## config.mk

```make
export PLATFORM = sky130hd
export DESIGN_NAME = jk_seq_driver
export DESIGN_NICKNAME = d
export VERILOG_FILES = /design/src/rtl/jk_seq_driver.sv
export SDC_FILE = /design/constraint.sdc
export NUM_CORES = 1
export LEC_CHECK = 0
export CORE_MARGIN = 4
export CORE_UTILIZATION = 35
export DETAILED_ROUTE_END_ITERATION = 10
export GPL_TIMING_DRIVEN = 1
export PLACE_DENSITY = 0.66
export SYNTH_ARGS = -nofsm -noshare
export SYNTH_HDL_FRONTEND = slang
export SYNTH_SLANG_ARGS = --single-unit
```

## constraint.sdc

```tcl
create_clock -name clk -period 5.6 [get_ports clk]
set_clock_uncertainty 0.1 [all_clocks]
set_input_delay 1.12 -clock clk [delete_from_list [all_inputs] [get_ports clk]]
set_output_delay 1.12 -clock clk [all_outputs]
set_load 0.05 [all_outputs]
```

## src/rtl/jk_seq_driver.sv

```systemverilog
// Stimulus driver for a JK flop: drives J/K so q follows a captured pattern, then counts mismatches.
// Build option: define JK_TOGGLE_EN to correct mismatches on bits 1..LEN-1 with a toggle (J=K=1).
module jk_seq_driver #(
  parameter int LEN = 8,
  parameter int CW  = 8
) (
  input  logic           clk,
  input  logic           rst,
  input  logic           start,
  input  logic [LEN-1:0] pattern,
  input  logic           q,
  output logic           j,
  output logic           k,
  output logic           busy,
  output logic           done,
  output logic [CW-1:0]  err_cnt,
  output logic           pass
);

  localparam int IW = (LEN > 1) ? $clog2(LEN) : 1;

  typedef enum logic [2:0] {
    S_IDLE  = 3'd0,
    S_DRIVE = 3'd1,
    S_APPLY = 3'd2,
    S_CHECK = 3'd3,
    S_DONE  = 3'd4
  } state_t;

  state_t         state_q, state_d;
  logic [LEN-1:0] pat_q, pat_d;
  logic [IW-1:0]  idx_q, idx_d;
  logic           j_q, j_d;
  logic           k_q, k_d;
  logic           busy_q, busy_d;
  logic           done_q, done_d;
  logic           pass_q, pass_d;
  logic [CW-1:0]  err_q, err_d;

  logic           tgt_s;
  logic           last_s;

  assign tgt_s  = pat_q[idx_q];
  assign last_s = (idx_q == IW'(LEN - 1));

  // State and output registers
  always_ff @(posedge clk or posedge rst) begin
    if (rst) begin
      state_q <= S_IDLE;
      pat_q   <= '0;
      idx_q   <= '0;
      j_q     <= 1'b0;
      k_q     <= 1'b0;
      busy_q  <= 1'b0;
      done_q  <= 1'b0;
      pass_q  <= 1'b0;
      err_q   <= '0;
    end else begin
      state_q <= state_d;
      pat_q   <= pat_d;
      idx_q   <= idx_d;
      j_q     <= j_d;
      k_q     <= k_d;
      busy_q  <= busy_d;
      done_q  <= done_d;
      pass_q  <= pass_d;
      err_q   <= err_d;
    end
  end

  // Next-state logic; J/K and done default to 0 so they are non-zero for one cycle only
  always_comb begin
    state_d = state_q;
    pat_d   = pat_q;
    idx_d   = idx_q;
    j_d     = 1'b0;
    k_d     = 1'b0;
    busy_d  = busy_q;
    done_d  = 1'b0;
    pass_d  = pass_q;
    err_d   = err_q;

    case (state_q)
      S_IDLE: begin
        if (start) begin
          pat_d   = pattern;
          idx_d   = '0;
          err_d   = '0;
          pass_d  = 1'b0;
          busy_d  = 1'b1;
          state_d = S_DRIVE;
        end else begin
          state_d = S_IDLE;
        end
      end

      S_DRIVE: begin
        // Bit 0 is always forced so q is defined even from an unknown flop state
        if (idx_q == '0) begin
          j_d = tgt_s;
          k_d = ~tgt_s;
        end else if (q == tgt_s) begin
          j_d = 1'b0;
          k_d = 1'b0;
        end else begin
`ifdef JK_TOGGLE_EN
          j_d = 1'b1;
          k_d = 1'b1;
`else
          j_d = tgt_s;
          k_d = ~tgt_s;
`endif
        end
        state_d = S_APPLY;
      end

      S_APPLY: begin
        state_d = S_CHECK;
      end

      S_CHECK: begin
        if ((q != tgt_s) && (err_q != {CW{1'b1}})) begin
          err_d = err_q + CW'(1);
        end else begin
          err_d = err_q;
        end
        if (last_s) begin
          busy_d  = 1'b0;
          done_d  = 1'b1;
          pass_d  = (err_d == '0);
          state_d = S_DONE;
        end else begin
          idx_d   = idx_q + IW'(1);
          state_d = S_DRIVE;
        end
      end

      S_DONE: begin
        state_d = S_IDLE;
      end

      default: begin
        state_d = S_IDLE;
      end
    endcase
  end

  assign j       = j_q;
  assign k       = k_q;
  assign busy    = busy_q;
  assign done    = done_q;
  assign err_cnt = err_q;
  assign pass    = pass_q;

endmodule

```

==> qor.yml, run 1 <==
status: "finished clean"
maxCapViolations: 0
wire_per_inst_um: 13.7
cts-root-buf: "clkbuf_8"
grt_max_degree: 27
final_util_pct: 44.6
grt_usage_pct: 11.7
cts_made_buffers: 3
area_delta_synth_final_pct: 22.9
crit_required_ns: 5.68
critical-path-max-stage-delay_ns: 0.48
dpl.hpwl_um: 2140
insertion_delay_ns: 0.27
irDropWorstVdd_mv: 0.211
vias: 1106
ys_types: 37
synth_edf_count: 0
setup_viol: 0
fin_setup_tns_ns: 0
cts_tree: "yes"
maxSlewViolCount: 0
worstMarginPinSlew_ns: 1.02
grt_setup_unrepaired: "no"
layout_common_cells: "dfrtp_1, clkdlybuf4s50_1, nor2_1, mux2_2, nand2_1"
ctsHoldBuffers: 0
multi_input_area_um2: 751
core_um2: 4000
die_w_um: 72.4
pin_count: 25
drive_gt1_share_pct: 13.5
initial_core_util_pct: 36.3
drt_pre_antenna_iters: 6
antenna_left: 0
power_uw: 885
route.detailed.drc: 0
fillers: 375
endpoint_kind: "register"
viasPerCell: 5.19
timing.rr.start: "idx_q[0]$_DFFE_PP0P_"
startpoint_type: "input pin"
crit_type: "in2reg"
synthesis.area_um2: 1450
mostFrequentLayoutCell: "dfrtp_1"
hold_start: "busy$_DFFE_PP0P_"
grt_pass1_wl_um: 4890
cts_setup_buffers: 0
min_period_over_period_pct: 52.5
antenna_found_initial: 0
portBuffers: 24
ys_ff_latch: 26
cp_slowest_cell: "clkdlybuf4s50_1"
row_count: 23
max_freq_mhz: 340
clockBufferDepth: 2
slew_headroom_pct: 32.1
ys_seq_area_share_pct: 44.8
ys_async_sr_fraction_pct: 100
routed_wirelength_um: 2910
synth_flop_cell: "dfrtp_1"
hold_path.class: "reg2reg"
regArea_um2: 651
grt.overflow.total: 0
p_leak_nw: 0.766
h-tree-depth: 1
die_area_um2: 5250
fin_crit_ns: 2.94
crit_path_max_fanout: 6
clkTransAtPathRegs_ns: 0.09
r2r_cells: 9
postSynthAreaPerCell_um2: 10.5
hold_viol_final: 0
synthCells: 139
powerDensity_nw_per_um2: 496
r2r_end: "pass$_DFFE_PP0P_"
reg2reg_slack_ns: 2.73
nets: 182
drtIter0Drc: 61
gp_congestion: 0.801
arrival_ns: 3.02
whs_endpoint: "busy$_DFFE_PP0P_"
synth_nets: 157
path_cells: "clkdlybuf4s50_1 -> inv_1 -> ha_1 -> nand4b_1 -> nor3_1 -> mux2i_1 -> nand4_1 -> o31ai_1"
clkSinkCount: 26
cts_resized: 0
whs_path_depth: 1
yosys_warnings: 0
grt_pass1_vias: 1030
dieHeight_um: 72.4
num_antenna_cells: 0
holdWs_ns: 0.403
[area by class of cell]
class	instances	area share, %
well taps	50	3.50
clock buffers	4	3.08
inverters	7	1.47
flip-flops and latches	26	36.4
multi-input cells	102	42.0
repair buffers	24	13.5
[where the power goes]
group          switching [mW]  internal, mW
logic                   0.231         0.203
clock network          0.0602        0.0628
registers              0.0716         0.256
total                   0.362         0.523
[routing by layer]
metal,global-route usage [%],up-vias,routed length [um]
li1,-,538,-
met1,16.5,540,1380
met2,17.8,26,1370
met3,2.08,2,144
met4,4.51,0,20
met5,0,-,0
[worst max-delay path by stage]
stage / from / end / slack (ns) / cells past startpoint
2_1_floorplan: idx_q[0]$_DFFE_PP0P_ / pass$_DFFE_PP0P_ / 2.95 / 9
3_3_place_gp: q / pass$_DFFE_PP0P_ / 2.41 / 8
3_5_place_dp: q / pass$_DFFE_PP0P_ / 2.38 / 8
4_1_cts: q / pass$_DFFE_PP0P_ / 2.66 / 8
5_1_grt: idx_q[0]$_DFFE_PP0P_ / pass$_DFFE_PP0P_ / 2.42 / 9
6_report: q / pass$_DFFE_PP0P_ / 2.66 / 8
[critical path, delay by kind of cell]
| family | cells | cell delay, ns |
|---|---|---|
| fa+ha+maj | 1 | 0.35 |
| mux | 1 | 0.21 |
| buf+inv | 2 | 0.53 |
| simple gates | 3 | 0.57 |
| compound gates | 1 | 0.24 |
[state kept, by name, indices dropped and copies added (netlist names)]
register	count
err_cnt	8
pat_q	8
idx_q	3
state_q	2
busy	1
done	1
j	1
k	1
pass	1
[kinds of logic after synthesis]
kind of cell,Yosys count,synth area share (%)
simple gates,55,20.2
fa+ha+maj,6,5.17
compound gates,19,8.53
xor+xnor,1,0.603
flops,26,44.8
mux,21,17.1
buf+inv,11,3.53
[cell usage after synthesis, drive strengths merged, types with 2 or more instances]
| cell | instances | area share [%] |
|---|---|---|
| mux2 | 11 | 8.5 |
| a22o | 3 | 1.8 |
| dfrtp | 26 | 45 |
| buf | 3 | 1.4 |
| nand4 | 2 | 0.86 |
| ha | 6 | 5.2 |
| nor3 | 5 | 1.7 |
| mux2i | 8 | 5.5 |
| nor2 | 16 | 4.1 |
| a21oi | 4 | 1.4 |
| nand3 | 6 | 2.4 |
| mux4 | 2 | 3.1 |
| nand2b | 5 | 2.2 |
| a31oi | 3 | 1.3 |
| nand2 | 10 | 2.6 |
| and2b | 2 | 1.0 |
| inv | 7 | 1.8 |
| o21ai | 4 | 1.4 |
[per-stage QoR]
step / cells / cell area [um2] / setup WS [ns]
CTS: 213 / 1790 / 2.66
floorplan: 139 / 1450 / 2.95
detailed placement: 209 / 1730 / 2.38
global route: 213 / 1790 / 2.42
global placement: 209 / 1730 / 2.41
finish: 213 / 1790 / 2.66
No activity file was read; power rests on OpenSTA's default activity.
==> run 2, diff against run 1 <==
--- a/config.mk
+++ b/config.mk
@@ -9,7 +9,7 @@
 export CORE_UTILIZATION = 35
 export DETAILED_ROUTE_END_ITERATION = 10
 export GPL_TIMING_DRIVEN = 1
-export PLACE_DENSITY = 0.66
+export PLACE_DENSITY = 0.68
 export SYNTH_ARGS = -nofsm -noshare
 export SYNTH_HDL_FRONTEND = slang
 export SYNTH_SLANG_ARGS = --single-unit
==> constraint.sdc (replaced) <==
create_clock -name clk -period 2.4 [get_ports clk]
set_clock_uncertainty 0.1 [all_clocks]
set_input_delay 0.48 -clock clk [delete_from_list [all_inputs] [get_ports clk]]
set_output_delay 0.48 -clock clk [all_outputs]
set_load 0.05 [all_outputs]
==> qor.yml, run 2 (synthesis gave the netlist of run 1 again) <==
irDropWorstVdd_mv: 0.497
antenna_left: 0
startpoint_type: "register"
slew_headroom_pct: 66.7
critical-path-max-stage-delay_ns: 0.55
nets: 194
maxSlewViolCount: 0
grt_pass1_vias: 1156
cts_made_buffers: 3
drive_gt1_share_pct: 24.0
worstMarginPinSlew_ns: 0.498
vias: 1172
worstSetupStartpoint: "idx_q[0]$_DFFE_PP0P_"
endpoint_kind: "register"
hold_path.class: "reg2reg"
grt_max_degree: 27
dieHeight_um: 72.4
viasPerCell: 5.21
row_count: 23
die_w_um: 72.4
finalWorstSetupSlack_ns: -0.225
crit_required_ns: 2.49
dpl.hpwl_um: 2390
portBuffers: 24
clockBufferDepth: 2
hold_viol_final: 0
hold_start: "busy$_DFFE_PP0P_"
grt.overflow.total: 0
layout_common_cells: "dfrtp_1, clkdlybuf4s50_1, nor2_1, buf_4"
ctsHoldBuffers: 0
route.detailed.drc: 0
p_leak_nw: 0.839
timing.rr.start: "idx_q[0]$_DFFE_PP0P_"
power.share.switching_pct: 39.9
grt_setup_unrepaired: "yes"
power.internal_mw: 1.40
mostFrequentLayoutCell: "dfrtp_1"
grt_usage_pct: 12.7
pin_count: 25
crit_path_max_fanout: 4
antenna_found_initial: 0
cp_slowest_cell: "mux4_2"
drt_pre_antenna_iters: 4
setup_viol: 6
status: "complete, but fails checks"
die_area_um2: 5250
area_delta_synth_final_pct: 33.2
initial_core_util_pct: 36.3
cts_tree: "yes"
fin_crit_ns: 2.63
holdWs_ns: 0.387
arrival_ns: 2.71
core_um2: 4000
violations: "setup timing"
max_freq_mhz: 381
grt_pass1_wl_um: 5290
num_antenna_cells: 0
insertion_delay_ns: 0.27
cp_top_family: "multiplexers"
clkTransAtPathRegs_ns: 0.09
gp_congestion: 0.822
routed_wirelength_um: 3180
h-tree-depth: 1
maxCapViolations: 0
power_frac_seq_pct: 32.8
crit_type: "reg2reg"
powerDensity_nw_per_um2: 1210
cts-root-buf: "clkbuf_8"
drtIter0Drc: 38
min_period_over_period_pct: 109
power_mw: 2.34
pwr-share-clk_pct: 12.1
wire_per_inst_um: 14.1
p_comb_share_pct: 55.2
crit_buf_inv: 1
path_cells: "mux4_2 -> mux2i_2 -> inv_1 -> ha_4 -> and4b_4 -> nand3_4 -> mux2i_1 -> nand4_1 -> o31ai_1"
clkSinkCount: 26
netSwitchingPower_uw: 933
[run 2: final timing paths]
path,end,slack (ns),cells after the start
min in group asynchronous,idx_q[0]$_DFFE_PP0P_,0.45,3
worst max-delay path,pass$_DFFE_PP0P_,-0.23,9
max in group asynchronous,pat_q[2]$_DFFE_PP0P_,1.50,3
worst min register to register,busy$_DFFE_PP0P_,0.39,1
worst min-delay path,busy$_DFFE_PP0P_,0.39,1
worst max register to register,pass$_DFFE_PP0P_,-0.23,9
[run 2: power by group through the flow]
stage	clock [mW]	combinational [mW]	sequential [mW]
2_1_floorplan	0	0.694	0.875
3_3_place_gp	0	1.13	0.764
3_5_place_dp	0	1.17	0.776
4_1_cts	0.291	1.21	0.766
5_1_grt	0.311	1.40	0.793
6_report	0.282	1.29	0.766
[run 2: timing repair]
item | 4_1_cts | 5_1_grt
endpoints found under the setup margin | 9 | 9
resized for setup | 2 | 5
setup buffers | 2 | 1
pin swaps | 0 | 0
[run 2: final cells by class]
| type | count | area (um2) |
|---|---|---|
| fill | 351 | 2060 |
| multi-input combinational | 102 | 811 |
| sequential | 26 | 651 |
| timing repair buffer | 36 | 330 |
| tap | 50 | 62.6 |
| clock buffer | 4 | 55.1 |
| inverter | 7 | 26.3 |
[run 2: through the flow]
| stage | std cells | setup WS (ns) | instance area (um2) | utilization, % | TNS [ns] |
|---|---|---|---|---|---|
| floorplan | 139 | -0.0986 | 1490 | - | -0.292 |
| global placement | 218 | -0.0766 | 1830 | 45.8 | -0.248 |
| detailed placement | 218 | -0.224 | 1830 | 45.8 | -0.734 |
| CTS | 224 | -0.251 | 1910 | 47.7 | -0.897 |
| global route | 225 | -0.350 | 1940 | 48.4 | -1.49 |
| finish | 225 | -0.225 | 1940 | 48.4 | -0.917 |
[run 2: layer usage]
metal	global-route usage (%)	wire length, um
met1	16.6	1450
met2	21.4	1550
met3	3.46	153
met4	2.46	25
met5	0	0
[run 2: worst register-to-register path: cells and delay by family (launching register included)]
kind            cells  cell delay, ns
buf+inv             1            0.10
fa+ha+maj           1            0.23
compound gates      1            0.20
simple gates        3            0.54
mux                 3            0.94
flops               1            0.42
==> run 3, diff against run 2 <==
--- a/config.mk
+++ b/config.mk
@@ -9,7 +9,9 @@
 export CORE_UTILIZATION = 35
 export DETAILED_ROUTE_END_ITERATION = 10
 export GPL_TIMING_DRIVEN = 1
+export HOLD_SLACK_MARGIN = 0.1
 export PLACE_DENSITY = 0.68
+export SLEW_MARGIN = 25
 export SYNTH_ARGS = -nofsm -noshare
 export SYNTH_HDL_FRONTEND = slang
 export SYNTH_SLANG_ARGS = --single-unit
==> results of run 3 <==
No change in the layout: final DEF, timing and power equal those of run 2.
==> variant 1 (flow settings as in run 3) <==
Make the reset (`rst`) synchronous in one clocked block.
--- a/src/rtl/jk_seq_driver.sv
+++ b/src/rtl/jk_seq_driver.sv
@@ -45,5 +45,5 @@
 
   // State and output registers
-  always_ff @(posedge clk or posedge rst) begin
+  always_ff @(posedge clk) begin
     if (rst) begin
       state_q <= S_IDLE;
Formal check against the unedited RTL: differs if rst is asserted again (counterexample within 4 cycles, from zero or initial values and one cycle with rst high); with rst held inactive, the same outputs for 10 cycles.
==> variant 1 against run 3 <==
Sequential cell count increased by 1. Critical path type unchanged. Design area decreased by 3.4%. The run still ends with negative setup slack left. Critical endpoint is now pass. Largest cell class unchanged. Count of clock-buffer cells in the layout decreased by 1. Worst setup slack improved by 180 ps. Synthesized area increased by 0.52%. Routed wire length increased by 3.3%. Core utilization decreased by 2.0 points. First-iteration DRC count increased by 82%.
Power is not compared: it rests on default switching activity, and its combinational part moved more than twofold at a synthesized area within 25%.
==> variant 1: results <==
yosys:
  yosysWarnings: 0
  synthCells: 169
  synthTopCellsByCount: "30 x nand2_1, 27 x dfxtp_1, 14 x a21oi_1"
  yosysSeqAreaShare: 0.3702
  synth.distinct_cells: 43
  synthArstFlopShare: 0
  syn-num-nets: 187
  ys.flop_type: "dfxtp_1"
  synth_area_leaders: "dfxtp_1 37%, nand2_1 7.7%, ha_1 5.1%"
timing:
  setup_slack_ps: -44.87
  slew_headroom: 0.6681
  setup_viol: 2
cts:
  h-tree-depth: 1
  cts_sinks: 27
  cts_tree: "yes"
  cts.clk_slew.worst_paths_ps: 90
power:
  p_sw_frac: 0.2906
  seq_power_share: 0.513
  p_leak_nw: 0.7185
layout:
  clockBufferCount: 3
  layout.nonclk_buf_frac: 0.1766
  final-clk-cell-share: 0.02475
  drive_gt1_frac: 0.1600
  multi_input_gates: 127
  inverters_excl_clock: 6
  nNetsFinal: 219
  multi_input_area_share: 0.4622
  seq_area_frac: 0.2910
  fillers: 410
placed_design:
  dpl.cell_count: 244
  io_buffers: 24
  pre_cts_ws_ps: -86.72
  dp_hpwl_um: 2349
  gp_congestion: 0.8273
worst_hold_path:
  worstHoldStart: "pat_q[7]"
  hold_path.class: "reg2reg"
  hold_depth: 2
  whs_endpoint: "pat_q[7]"
setup_path:
  worstPathArrival_ps: 2560
  path_delay_family: "multiplexers"
  critPathMaxFanout: 5
  max_stage_delay_ps: 520
  r2r-start: "idx_q[0]"
  worstReg2RegEnd: "pass"
grt:
  grt_pass1_vias: 1226
  grt_max_degree: 16
  grt_util_all_layers: 0.1308
  grt_pass1_wl_um: 5513
drt:
  drt_iter0_drc: 69
  first_pass_iters: 4
  wl_um: 3285
  avgViaCountPerCell: 5.096
  wl_per_cell_um: 13.14
status:
  status: "finished with violations"
  violations: "negative setup slack"
-- variant 1: cell types whose count changed in the layout (fill, tap and decap cells not counted), moves of 5 or more --
cell | before | now
dfrtp_1 | 26 | 0
dfxtp_1 | 0 | 26
nand2_1 | 10 | 30
a21oi_1 | 3 | 14
mux2_2 | 10 | 0
nand3_1 | 5 | 10
-- variant 1: per-layer routing --
layer,wire length (um),global-route usage
met4,12,0.04303
met1,1619,0.1820
met5,0,0
met2,1538,0.2084
met3,115,0.01791
-- variant 1: per-stage QoR --
step                      hold slack [ps]    util  setup TNS, ps  cell area (um2)
after global placement              346.4  0.4413              0             1778
after CTS                           362.3  0.4593         -92.19             1851
after global routing                389.2  0.4643         -686.1             1871
after detailed placement            348.4  0.4413         -221.8             1778
final                               359.3  0.4643         -51.26             1871
after floorplan                     333.1       -              0             1461
-- variant 1: cell families (layout without fill, tap and decap cells) --
group                    count (synthesis)  in the layout  synth area share
AND/OR/NAND/NOR                         79             79            0.2948
AO/OA/AOI/OAI                           33             33            0.1491
flip-flops                              27             27            0.3702
buffers and inverters                   15             46           0.05741
multiplexers                             7              7           0.06512
adder cells (fa/ha/maj)                  6              6           0.05141
XOR/XNOR                                 2              2           0.01200
-- variant 1: worst max-delay path by stage --
stage	start	slack, ps	depth (start not counted)	to
after floorplan	idx_q[0]	3	9	err_cnt[5]
after CTS	idx_q[0]	-50	9	err_cnt[5]
after global routing	idx_q[0]	-160	9	pass
after detailed placement	idx_q[0]	-90	9	pass
final	idx_q[0]	-40	9	pass
after global placement	idx_q[0]	1	9	err_cnt[5]
-- variant 1: what timing repair did --
action,4_1_cts,5_1_grt
hold buffers,0,0
endpoints found under the setup margin,6,7
gates resized for setup,3,4
pin swaps,5,5
setup buffers,1,1
==> variant 2 (flow settings as in run 3) <==
Without the edit above. Set the parameter `LEN` to 16 (it was 8).
--- a/src/rtl/jk_seq_driver.sv
+++ b/src/rtl/jk_seq_driver.sv
@@ -2,5 +2,5 @@
 // Build option: define JK_TOGGLE_EN to correct mismatches on bits 1..LEN-1 with a toggle (J=K=1).
 module jk_seq_driver #(
-  parameter int LEN = 8,
+  parameter int LEN = 16,
   parameter int CW  = 8
 ) (
Ports: changed (resized pattern); port bits go from 25 to 33. The function was not compared with the original's and may differ.
==> variant 2 against run 3 <==
The flow still finishes with violations (negative setup slack). Synthesized area rose by 30%. Design area is 30% higher. Sequential cell count increased by 9. Count of clock-buffer cells in the layout grew 1. First-iteration DRC count rose to 3.2 times the old value. Via count is 34% higher. Largest power group unchanged. Worst setup slack got worse by 110 ps. Total power grew 22%. Sequential share of layout area rose by 1.2 points. Clock power up 52%. Routed wire length rose by 29%. Combinational power is 12% higher.
==> variant 2: results <==
status:
  status: "finished with violations"
  violations: "negative setup slack"
yosys:
  synth.distinct_cells: 48
  syn-num-nets: 225
  synthTopCellsByCount: "59 x nand2_1, 35 x dfrtp_1, 8 x nor2_1"
  ys.flop_type: "dfrtp_1"
  yosysSeqAreaShare: 0.4630
  synth_area_leaders: "dfrtp_1 46%, nand2_1 12%, mux4_2 4.8%"
  synthArstFlopShare: 1.000
grt:
  grt_pass1_vias: 1518
  grt_util_all_layers: 0.1400
  grt_pass1_wl_um: 7010
  grt_max_degree: 36
setup_path:
  critPathMaxFanout: 5
  max_stage_delay_ps: 520
  worstPathArrival_ps: 2850
  r2r-start: "idx_q[0]"
  path_delay_family: "multiplexers"
  cp_slowest_cell: "mux4_2"
  path_class: "reg2reg"
drt:
  drt_iter0_drc: 122
  via_count: 1567
  wl_per_cell_um: 12.96
timing:
  worst_slew_pin_slew_ps: 496.3
  setup_slack_ps: -338.5
  setup_viol: 10
  final.setup.tns_ps: -2301
cts:
  root_buffer: "clkbuf_8"
  clock_latency_ps: 290
  cts_buffer_depth: 2
  cts_inserted_buffers: 5
  h-tree-depth: 2
  cts.clk_slew.worst_paths_ps: 80
placed_design:
  io_buffers: 32
  dpl-instance-area_um2: 2380
  dp_hpwl_um: 2929
  gp_congestion: 0.8852
floorplan:
  die_w_um: 81.52
layout:
  drive_gt1_frac: 0.1781
  nNetsFinal: 271
  fillers: 472
worst_hold_path:
  worstHoldStart: "pat_q[6]"
  hold_path.class: "reg2reg"
power:
  peakVddDrop_mv: 0.4778
  p_leak_nw: 1.132
==> variant 2: final cells by class <==
type	instances	area (um2)	area share
Sequential cell	35	877.1	0.3484
Clock buffer	5	68.82	0.02734
Clock inverter	3	20.02	0.007952
Timing Repair Buffer	51	462.9	0.1839
Multi-Input combinational cell	146	974.7	0.3872
Tap cell	70	87.58	0.03479
Inverter	7	26.28	0.01044
==> variant 2: cells by family (layout without fill, tap and decap cells) <==
logic type / after synthesis / in the layout / share of synthesized area
simple gates: 96 / 96 / 0.2388
flops: 35 / 35 / 0.4630
compound gates: 32 / 32 / 0.1164
buf+inv: 19 / 66 / 0.04497
mux: 11 / 11 / 0.09458
fa+ha+maj: 5 / 5 / 0.03307
xor+xnor: 2 / 2 / 0.009261
==> variant 2: where the power goes <==
group	switching (mW)	total, mW	internal, mW	leakage [nW]
Clock	0.228	0.429	0.202	0.0402
Combinational	0.725	1.45	0.720	0.646
Sequential	0.176	0.978	0.802	0.446
==> variant 2: per-layer routing <==
layer | up-vias | global-route usage | part of all wire
li1 | 796 | - | -
met1 | 731 | 0.1811 | 0.48
met2 | 33 | 0.2093 | 0.44
met3 | 7 | 0.02851 | 0.043
met4 | 0 | 0.09628 | 0.030
met5 | - | 0 | 0
==> variant 2: worst paths after layout <==
kind                                   end  slack, ps  cells past startpoint
max in group asynchronous         idx_q[0]       1380                      3
worst min-delay path              pat_q[6]        370                      2
min in group asynchronous       err_cnt[0]        480                      3
worst min register to register    pat_q[6]        370                      2
worst max register to register        pass       -340                      7
worst max-delay path                  pass       -340                      7
==> variant 2: metrics by stage <==
stage | hold WS [ps] | setup WS [ps] | cells | power (mW) | utilization
floorplan | 337.3 | -400.0 | 200 | 1.935 | -
global placement | 353.6 | -379.0 | 306 | 2.335 | 0.4601
detailed placement | 355.2 | -422.3 | 306 | 2.368 | 0.4601
CTS | 374.2 | -304.6 | 316 | 2.863 | 0.4845
global route | 398.0 | -402.8 | 317 | 3.088 | 0.4867
finish | 365.9 | -338.5 | 317 | 2.853 | 0.4867
==> variant 2: timing repair <==
item	CTS	global route
setup endpoints to repair	10	10
resized for setup	6	1
buffers inserted	2	1
pin swaps	8	2
==> variant 2: worst register-to-register path: stages, from the launching register on <==
cell and delay [ps]:
dfrtp_2 430, mux4_2 520, mux4_2 510, ha_4 250, and3b_2 290, o211a_1 160, o2111ai_1 140, a221oi_2 250
